===== config.mk =====
export PLATFORM = sky130hd
export DESIGN_NAME = paddle_controller
export DESIGN_NICKNAME = d
export VERILOG_FILES = /design/src/rtl/pong_pkg.sv /design/src/rtl/paddle_axis.sv /design/src/rtl/paddle_controller.sv
export SDC_FILE = /design/constraint.sdc
export NUM_CORES = 1
export LEC_CHECK = 0
export CORE_MARGIN = 4
export CORE_UTILIZATION = 49
export DETAILED_ROUTE_END_ITERATION = 7
export PLACE_DENSITY = 0.76
export SYNTH_ARGS = -nofsm -noshare
export SYNTH_HDL_FRONTEND = slang
export SYNTH_SLANG_ARGS = --single-unit

===== constraint.sdc =====
create_clock -name i_clk -period 2.8 [get_ports i_clk]
set_clock_uncertainty 0.1 [all_clocks]
set_input_delay 0.56 -clock i_clk [delete_from_list [all_inputs] [get_ports i_clk]]
set_output_delay 0.56 -clock i_clk [all_outputs]
set_load 0.005 [all_outputs]

===== src/rtl/pong_pkg.sv =====
// Shared Pong definitions: screen and paddle geometry (kept common so the renderer and the
// paddle controller agree), the 10-bit screen coordinate type and the paddle FSM states.
package pong_pkg;

  localparam int unsigned SCREEN_WIDTH  = 640;
  localparam int unsigned SCREEN_HEIGHT = 480;
  localparam int unsigned PADDLE_HEIGHT = 50;
  localparam int unsigned PADDLE_WIDTH  = 10;
  localparam int unsigned PADDLE_MARGIN = 20;

  typedef logic [9:0] coord_t;

  typedef enum logic [0:0] {
    StPlay,
    StFreeze
  } paddle_state_e;

endpackage


===== src/rtl/paddle_axis.sv =====
// One paddle axis: button synchroniser, per-frame step with clamping, and the position
// register.
//   clk_i, rst_i     clock, synchronous active-high reset
//   up_i, down_i     raw (asynchronous) buttons, or already-synchronous levels when SyncEn=0
//   step_en_i        apply one movement step on this edge
//   recenter_i       force the position to YCenter (wins over step_en_i)
//   pos_o            registered paddle top Y
module paddle_axis
  import pong_pkg::*;
#(
  parameter int unsigned Speed   = 4,
  parameter int unsigned YMax    = 430,
  parameter int unsigned YCenter = 215,
  parameter bit          SyncEn  = 1'b1
) (
  input  logic   clk_i,
  input  logic   rst_i,
  input  logic   up_i,
  input  logic   down_i,
  input  logic   step_en_i,
  input  logic   recenter_i,
  output coord_t pos_o
);

  localparam logic [10:0] SpeedW = 11'(Speed);
  localparam logic [10:0] YMaxW  = 11'(YMax);

  logic        up_s, down_s;
  coord_t      pos_q;
  logic [10:0] pos_w, sum_w;

  generate
    if (SyncEn) begin : g_sync
      logic [1:0] up_q, down_q;
      always_ff @(posedge clk_i) begin
        if (rst_i) begin
          up_q   <= '0;
          down_q <= '0;
        end else begin
          up_q   <= {up_q[0], up_i};
          down_q <= {down_q[0], down_i};
        end
      end
      assign up_s   = up_q[1];
      assign down_s = down_q[1];
    end else begin : g_nosync
      assign up_s   = up_i;
      assign down_s = down_i;
    end
  endgenerate

  // 11-bit arithmetic so the downward sum can never wrap before the clamp.
  assign pos_w = {1'b0, pos_q};
  assign sum_w = pos_w + SpeedW;

  always_ff @(posedge clk_i) begin
    if (rst_i) begin
      pos_q <= coord_t'(YCenter);
    end else if (recenter_i) begin
      pos_q <= coord_t'(YCenter);
    end else if (step_en_i) begin
      if (up_s && !down_s) begin
        pos_q <= (pos_w < SpeedW) ? '0 : coord_t'(pos_w - SpeedW);
      end else if (down_s && !up_s) begin
        pos_q <= (sum_w > YMaxW) ? coord_t'(YMax) : coord_t'(sum_w);
      end
    end
  end

  assign pos_o = pos_q;

endmodule


===== src/rtl/paddle_controller.sv =====
// Paddle controller: owns both paddle Y positions, moves them once per video frame from
// the player buttons, clamps them to the screen and freezes/re-centres them after a point.
//   i_clk, i_reset          pixel clock, synchronous active-high reset
//   i_frame_tick            vertical-blank level; its rising edge is the frame strobe
//   i_p1_up .. i_p2_down    asynchronous player buttons
//   i_point_scored          one-cycle pulse from the ball logic
//   i_ball_y                ball Y, used only when PADDLE_AI_P2_EN is defined
//   o_y_paddle1/2_pos       registered paddle top Y
//   o_frozen                high while in the post-point freeze
// Build option: define PADDLE_AI_P2_EN to let paddle 2 track the ball instead of player 2.
module paddle_controller
  import pong_pkg::*;
#(
  parameter int unsigned PADDLE_HEIGHT = pong_pkg::PADDLE_HEIGHT,
  parameter int unsigned SCREEN_HEIGHT = pong_pkg::SCREEN_HEIGHT,
  parameter int unsigned PADDLE_SPEED  = 4,
  parameter int unsigned FREEZE_FRAMES = 60
) (
  input  logic       i_clk,
  input  logic       i_reset,
  input  logic       i_frame_tick,
  input  logic       i_p1_up,
  input  logic       i_p1_down,
  input  logic       i_p2_up,
  input  logic       i_p2_down,
  input  logic       i_point_scored,
  input  logic [9:0] i_ball_y,
  output logic [9:0] o_y_paddle1_pos,
  output logic [9:0] o_y_paddle2_pos,
  output logic       o_frozen
);

  localparam int unsigned Y_MAX    = SCREEN_HEIGHT - PADDLE_HEIGHT;
  localparam int unsigned Y_CENTER = (SCREEN_HEIGHT - PADDLE_HEIGHT) / 2;
  localparam int unsigned CntW     = $clog2(FREEZE_FRAMES + 1);

  paddle_state_e   state_q;
  logic [CntW-1:0] cnt_q;
  logic            frozen_q;
  logic            tick_d;
  logic            frame_stb;
  logic            step_en;
  coord_t          pos1, pos2;
  logic            p2_up, p2_down;

  assign frame_stb = i_frame_tick & ~tick_d;
  // A score in the strobe cycle wins: recentre instead of moving.
  assign step_en   = (state_q == StPlay) & frame_stb & ~i_point_scored;

  always_ff @(posedge i_clk) begin
    if (i_reset) begin
      state_q  <= StPlay;
      cnt_q    <= '0;
      frozen_q <= 1'b0;
      tick_d   <= 1'b0;
    end else begin
      tick_d <= i_frame_tick;
      unique case (state_q)
        StPlay: begin
          if (i_point_scored) begin
            state_q  <= StFreeze;
            cnt_q    <= CntW'(FREEZE_FRAMES - 1);
            frozen_q <= 1'b1;
          end
        end
        StFreeze: begin
          if (i_point_scored) begin
            cnt_q <= CntW'(FREEZE_FRAMES - 1);
          end else if (frame_stb) begin
            if (cnt_q == '0) begin
              state_q  <= StPlay;
              frozen_q <= 1'b0;
            end else begin
              cnt_q <= cnt_q - 1'b1;
            end
          end
        end
        default: state_q <= StPlay;
      endcase
    end
  end

`ifdef PADDLE_AI_P2_EN
  // Paddle 2 chases the ball centre; the dead band of +-speed/2 stops it dithering.
  localparam logic [10:0] HalfH = 11'(PADDLE_HEIGHT / 2);
  localparam logic [10:0] HalfS = 11'(PADDLE_SPEED / 2);
  logic [10:0] ball_w, target, pos2_w;
  logic        unused_p2_buttons;

  assign ball_w            = {1'b0, i_ball_y};
  assign pos2_w            = {1'b0, pos2};
  assign target            = (ball_w >= HalfH) ? ball_w - HalfH : '0;
  assign p2_down           = (pos2_w + HalfS) < target;
  assign p2_up             = pos2_w > (target + HalfS);
  assign unused_p2_buttons = i_p2_up ^ i_p2_down;
  localparam bit P2Sync = 1'b0;
`else
  logic unused_ball_y;
  assign p2_up         = i_p2_up;
  assign p2_down       = i_p2_down;
  assign unused_ball_y = ^i_ball_y;
  localparam bit P2Sync = 1'b1;
`endif

  paddle_axis #(
    .Speed  (PADDLE_SPEED),
    .YMax   (Y_MAX),
    .YCenter(Y_CENTER),
    .SyncEn (1'b1)
  ) u_axis1 (
    .clk_i     (i_clk),
    .rst_i     (i_reset),
    .up_i      (i_p1_up),
    .down_i    (i_p1_down),
    .step_en_i (step_en),
    .recenter_i(i_point_scored),
    .pos_o     (pos1)
  );

  paddle_axis #(
    .Speed  (PADDLE_SPEED),
    .YMax   (Y_MAX),
    .YCenter(Y_CENTER),
    .SyncEn (P2Sync)
  ) u_axis2 (
    .clk_i     (i_clk),
    .rst_i     (i_reset),
    .up_i      (p2_up),
    .down_i    (p2_down),
    .step_en_i (step_en),
    .recenter_i(i_point_scored),
    .pos_o     (pos2)
  );

  assign o_y_paddle1_pos = pos1;
  assign o_y_paddle2_pos = pos2;
  assign o_frozen        = frozen_q;

endmodule


==> results.sh <==
export IMPL_data_required_time_at_the_worst_endpoint_ns=2.88
export IMPL_root_buffer="sky130_fd_sc_hd__clkbuf_8"
export IMPL_post_route_drc_count=0
export IMPL_post_layout_nonfiller_instances=435
export IMPL_multi_input_comb_area_sq_mm=0.00166
export IMPL_post_route_period_util_pct=95.1
export IMPL_critPathArrivalTime_ns=2.75
export IMPL_critical_path_startpoint="u_axis2.pos_o[3]$_SDFFE_PP0P_"
export IMPL_io_pins=39
export IMPL_crit_type="flip-flop to flip-flop"
export IMPL_worst_skew_pair_later_pin_latency_ns=0.29
export IMPL_placed_cells=427
export IMPL_layout_drive_gt1_share_pct=9.86
export IMPL_die_span_in_y_um=80.5
export IMPL_first_global_vias=2490
export IMPL_die_area_sq_mm=0.00648
export IMPL_fmax_mhz=376
export IMPL_totalWireLength_um=6390
export IMPL_synth_top_family_by_area="compound AO/OA/AOI/OAI gates"
export IMPL_ys_warn_count=0
export IMPL_synth_largest_type_area_fraction_pct=28.8
export IMPL_finalSetupViolations=0
export IMPL_cap_viol_max_count=0
export IMPL_cts_clk_slew_worst_paths_ns=0.08
export IMPL_critical_path_max_fanout=5
export IMPL_total_power_mw=1.05
export IMPL_ys_dominant_reg_cell="sky130_fd_sc_hd__dfxtp_1"
export IMPL_timing_max_slew_rel_slack_pct=60.8
export IMPL_post_drt_wl_per_cell_um=14.7
export IMPL_grt_first_pass_wirelength_um=11100
export IMPL_critical_path_reg2reg_endpoint="u_axis2.pos_o[7]$_SDFFE_PP1P_"
export IMPL_clock_sinks=37
export IMPL_global_placer_s_final_weighted_congestion=0.873
export IMPL_synth_xor_area_share_pct=0.680
export IMPL_n_antenna_cell=0
export IMPL_cts_hold_buffers=0
export IMPL_pwr_density_cell_mw_per_mm2=347
export IMPL_dp_final_hpwl_um=4510
export IMPL_pin_count_of_the_biggest_net_entering_global_routing=19
export IMPL_crit_end="u_axis2.pos_o[7]$_SDFFE_PP1P_"
export IMPL_avgSynthCellArea_sq_um=7.57
export IMPL_synth_largest_area_cell="sky130_fd_sc_hd__dfxtp_1"
export IMPL_core_area_sq_mm=0.00511
export IMPL_synth_net_count=370
export IMPL_p_leak_nw=1.13
export IMPL_postRouteAntennaNets=0
export IMPL_global_route_usage_total_pct=21.1
export IMPL_r2r_path_start="u_axis2.pos_o[3]$_SDFFE_PP0P_"
export IMPL_final_setup_tns_ns=0
export IMPL_cp_start_kind="flip-flop"
export IMPL_synth_seq_area_share_pct=28.8
export IMPL_cts_buffers=5
export IMPL_grt_setup_unrepaired="false"
export IMPL_timing_final_crit_period_ns=2.66
export IMPL_number_of_cells_upsized_or_downsized_after_cts=0
export IMPL_drt_pass1_iterations=4
export IMPL_ys_ff_latch=37
export IMPL_post_cts_setup_buffer_count=0
export IMPL_detail_route_vias_per_cell=6.12
export IMPL_clock_path_buffers=2
export IMPL_tritoncts_clock_tree="done"
export IMPL_count_of_nets_after_finishing=394
export IMPL_placement_rows=26
export IMPL_vdd_ir_drop_max_mv=0.326
export IMPL_worst_margin_pin_slew_ns=0.574
export IMPL_r2r_cells=8
export IMPL_post_synth_and_or_nand_nor_area_fraction_pct=26.1
export IMPL_detail_route_iter0_violations=158
export IMPL_synth_area_top_cells="sky130_fd_sc_hd__dfxtp_1 29%, sky130_fd_sc_hd__ha_1 5.8%, sky130_fd_sc_hd__a21oi_1 5.1%, sky130_fd_sc_hd__nor2_1 4.2%, sky130_fd_sc_hd__o21ai_0 4.1%"
export IMPL_number_of_antenna_violations_at_the_first_check_in_global_routing=0
export IMPL_ys_types=65
export IMPL_run_status="finished clean"
export IMPL_final_hold_violation_count=0
export IMPL_max_slew_violation_count=0
export IMPL_synth_async_reset_ratio_pct=0
export IMPL_start_util_pct=50.4
export IMPL_fillers=518
export IMPL_synthToLayoutAreaGrowth_pct=18.0
export IMPL_hold_path_cell_count=1
export IMPL_yosys_area_share_adder_pct=5.83
export IMPL_register_area_sq_um=741
export IMPL_synth_compound_gate_area_share_pct=28.9
export IMPL_num_vias=2662
export IMPL_worst_setup_path_end_kind="flip-flop"
export IMPL_syn_instance_count=340
export IMPL_die_width_um=80.5
export IMPL_io_buffers=28
export IMPL_ctsHtreeMaxLevel=2
export IMPL_regToRegSetupSlack_ns=0.14
export IMPL_mappedNetlistArea_sq_mm=0.00257
export IMPL_synth_mux_area_share_pct=2.82
export IMPL_synth_enable_flop_cells=0
export IMPL_worstHoldPathType="flip-flop to flip-flop"
export IMPL_hold_worst_slack_ns=0.340
export IMPL_grt_overflow_total=0
==> sequential cells by signal, indices dropped and copies added (netlist names) <==
name	flops
u_axis2.pos_o	10
state_q	1
cnt_q	6
u_axis1.pos_o	10
u_axis1.g_sync.down_q	2
o_frozen	1
u_axis2.g_sync.down_q	2
tick_d	1
u_axis1.g_sync.up_q	2
u_axis2.g_sync.up_q	2
==> per-stage QoR <==
stage	util, %	setup WS [ns]	area [sq um]
6_report	59.5	0.138	3040
5_1_grt	59.5	0.0344	3040
4_1_cts	59.5	0.144	3040
3_5_place_dp	57.8	0.166	2950
3_3_place_gp	57.8	0.203	2950
2_1_floorplan	-	0.0203	2570
==> cell families after synthesis <==
logic type	count (synthesis)
AND/OR/NAND/NOR	127
AO/OA/AOI/OAI	110
buffers and inverters	45
flip-flops	37
adder cells (fa/ha/maj)	12
multiplexers	7
XOR/XNOR	2
==> layout make-up <==
cell class	instances	area share, %
inverter	18	2.22
multi-input combinational	258	54.5
clock inverter	3	0.576
sequential	37	24.4
clock buffer	5	2.26
tap	70	2.88
timing repair buffer	44	13.2
==> routing by layer <==
metal / vias up / GRT usage (%) / share of wire [%]
li1: 1319 / - / -
met1: 1244 / 26.7 / 45
met2: 85 / 35.5 / 47
met3: 14 / 4.04 / 5.3
met4: 0 / 7.77 / 2.2
met5: - / 0 / 0
==> critical path, stage by stage (launching register included) <==
cell and delay, ns:
sky130_fd_sc_hd__dfxtp_1 0.31, sky130_fd_sc_hd__inv_1 0.06, sky130_fd_sc_hd__ha_1 0.23, sky130_fd_sc_hd__or4b_4 0.51, sky130_fd_sc_hd__or4_4 0.46, sky130_fd_sc_hd__and2_4 0.20
sky130_fd_sc_hd__a221o_1 0.33, sky130_fd_sc_hd__a221oi_2 0.26, sky130_fd_sc_hd__o21ai_1 0.08
==> cell usage in the layout (no fill, tap or decap), drive strengths merged, types with 4 or more instances in the layout <==
| cell type | Yosys | final |
|---|---|---|
| mux2i | 5 | 5 |
| nand2 | 19 | 19 |
| ha | 12 | 12 |
| a21oi | 26 | 26 |
| dfxtp | 37 | 37 |
| a311oi | 4 | 4 |
| a31oi | 10 | 10 |
| o31ai | 4 | 4 |
| inv | 17 | 17 |
| nand3 | 16 | 16 |
| o211ai | 7 | 7 |
| clkbuf | 23 | 5 |
| buf | 4 | 16 |
| and3 | 4 | 4 |
| clkdlybuf4s50 | 0 | 28 |
| nor4 | 5 | 5 |
| nor3 | 11 | 11 |
| nor2b | 10 | 10 |
| and2 | 6 | 6 |
| or2 | 4 | 4 |
| o21ai | 22 | 22 |
| nor2 | 29 | 29 |
| nand4 | 8 | 8 |
==> cell usage after synthesis (2+ instances only) <==
cell and instances:
sky130_fd_sc_hd__nor2_1 29, sky130_fd_sc_hd__a21o_1 3, sky130_fd_sc_hd__and2_1 5, sky130_fd_sc_hd__ha_1 12, sky130_fd_sc_hd__or4_1 2, sky130_fd_sc_hd__o22a_1 2, sky130_fd_sc_hd__a31oi_1 10, sky130_fd_sc_hd__buf_1 2
sky130_fd_sc_hd__nand2b_1 3, sky130_fd_sc_hd__a311oi_1 4, sky130_fd_sc_hd__nand3_1 16, sky130_fd_sc_hd__o211ai_1 7, sky130_fd_sc_hd__o311ai_0 2, sky130_fd_sc_hd__a41oi_1 2, sky130_fd_sc_hd__inv_1 17, sky130_fd_sc_hd__a211oi_1 3
sky130_fd_sc_hd__nor3_1 11, sky130_fd_sc_hd__o31ai_1 4, sky130_fd_sc_hd__or2_2 4, sky130_fd_sc_hd__mux2_2 2, sky130_fd_sc_hd__dfxtp_1 37, sky130_fd_sc_hd__a211o_1 2, sky130_fd_sc_hd__clkbuf_1 23, sky130_fd_sc_hd__nor2b_1 10
sky130_fd_sc_hd__nand4b_1 2, sky130_fd_sc_hd__a32oi_1 2, sky130_fd_sc_hd__a221o_1 2, sky130_fd_sc_hd__nand4_1 8, sky130_fd_sc_hd__o22ai_1 2, sky130_fd_sc_hd__or3_1 2, sky130_fd_sc_hd__and3_1 4, sky130_fd_sc_hd__nand2_1 19
sky130_fd_sc_hd__o21ai_0 21, sky130_fd_sc_hd__nor4_1 5, sky130_fd_sc_hd__mux2i_1 5, sky130_fd_sc_hd__o21bai_1 2, sky130_fd_sc_hd__a21oi_1 26
==> worst min path at each step <==
stage,endpoint,start
after detailed placement,u_axis1.g_sync.up_q[1]$_SDFF_PP0_,u_axis1.g_sync.up_q[0]$_SDFF_PP0_
after global routing,u_axis1.g_sync.down_q[1]$_SDFF_PP0_,u_axis1.g_sync.down_q[0]$_SDFF_PP0_
final,u_axis1.g_sync.up_q[1]$_SDFF_PP0_,u_axis1.g_sync.up_q[0]$_SDFF_PP0_
after global placement,u_axis2.g_sync.down_q[1]$_SDFF_PP0_,u_axis2.g_sync.down_q[0]$_SDFF_PP0_
after floorplan,u_axis1.g_sync.down_q[1]$_SDFF_PP0_,u_axis1.g_sync.down_q[0]$_SDFF_PP0_
after CTS,u_axis1.g_sync.up_q[1]$_SDFF_PP0_,u_axis1.g_sync.up_q[0]$_SDFF_PP0_
==> where the power goes <==
| part | internal, mW | switching (mW) | total, mW | leakage, nW |
|---|---|---|---|---|
| sequential | 0.544 | 0.0141 | 0.558 | 0.303 |
| combinational | 0.0540 | 0.0667 | 0.121 | 0.778 |
| clock | 0.172 | 0.203 | 0.375 | 0.0439 |
No activity file was read; power rests on OpenSTA's default activity.
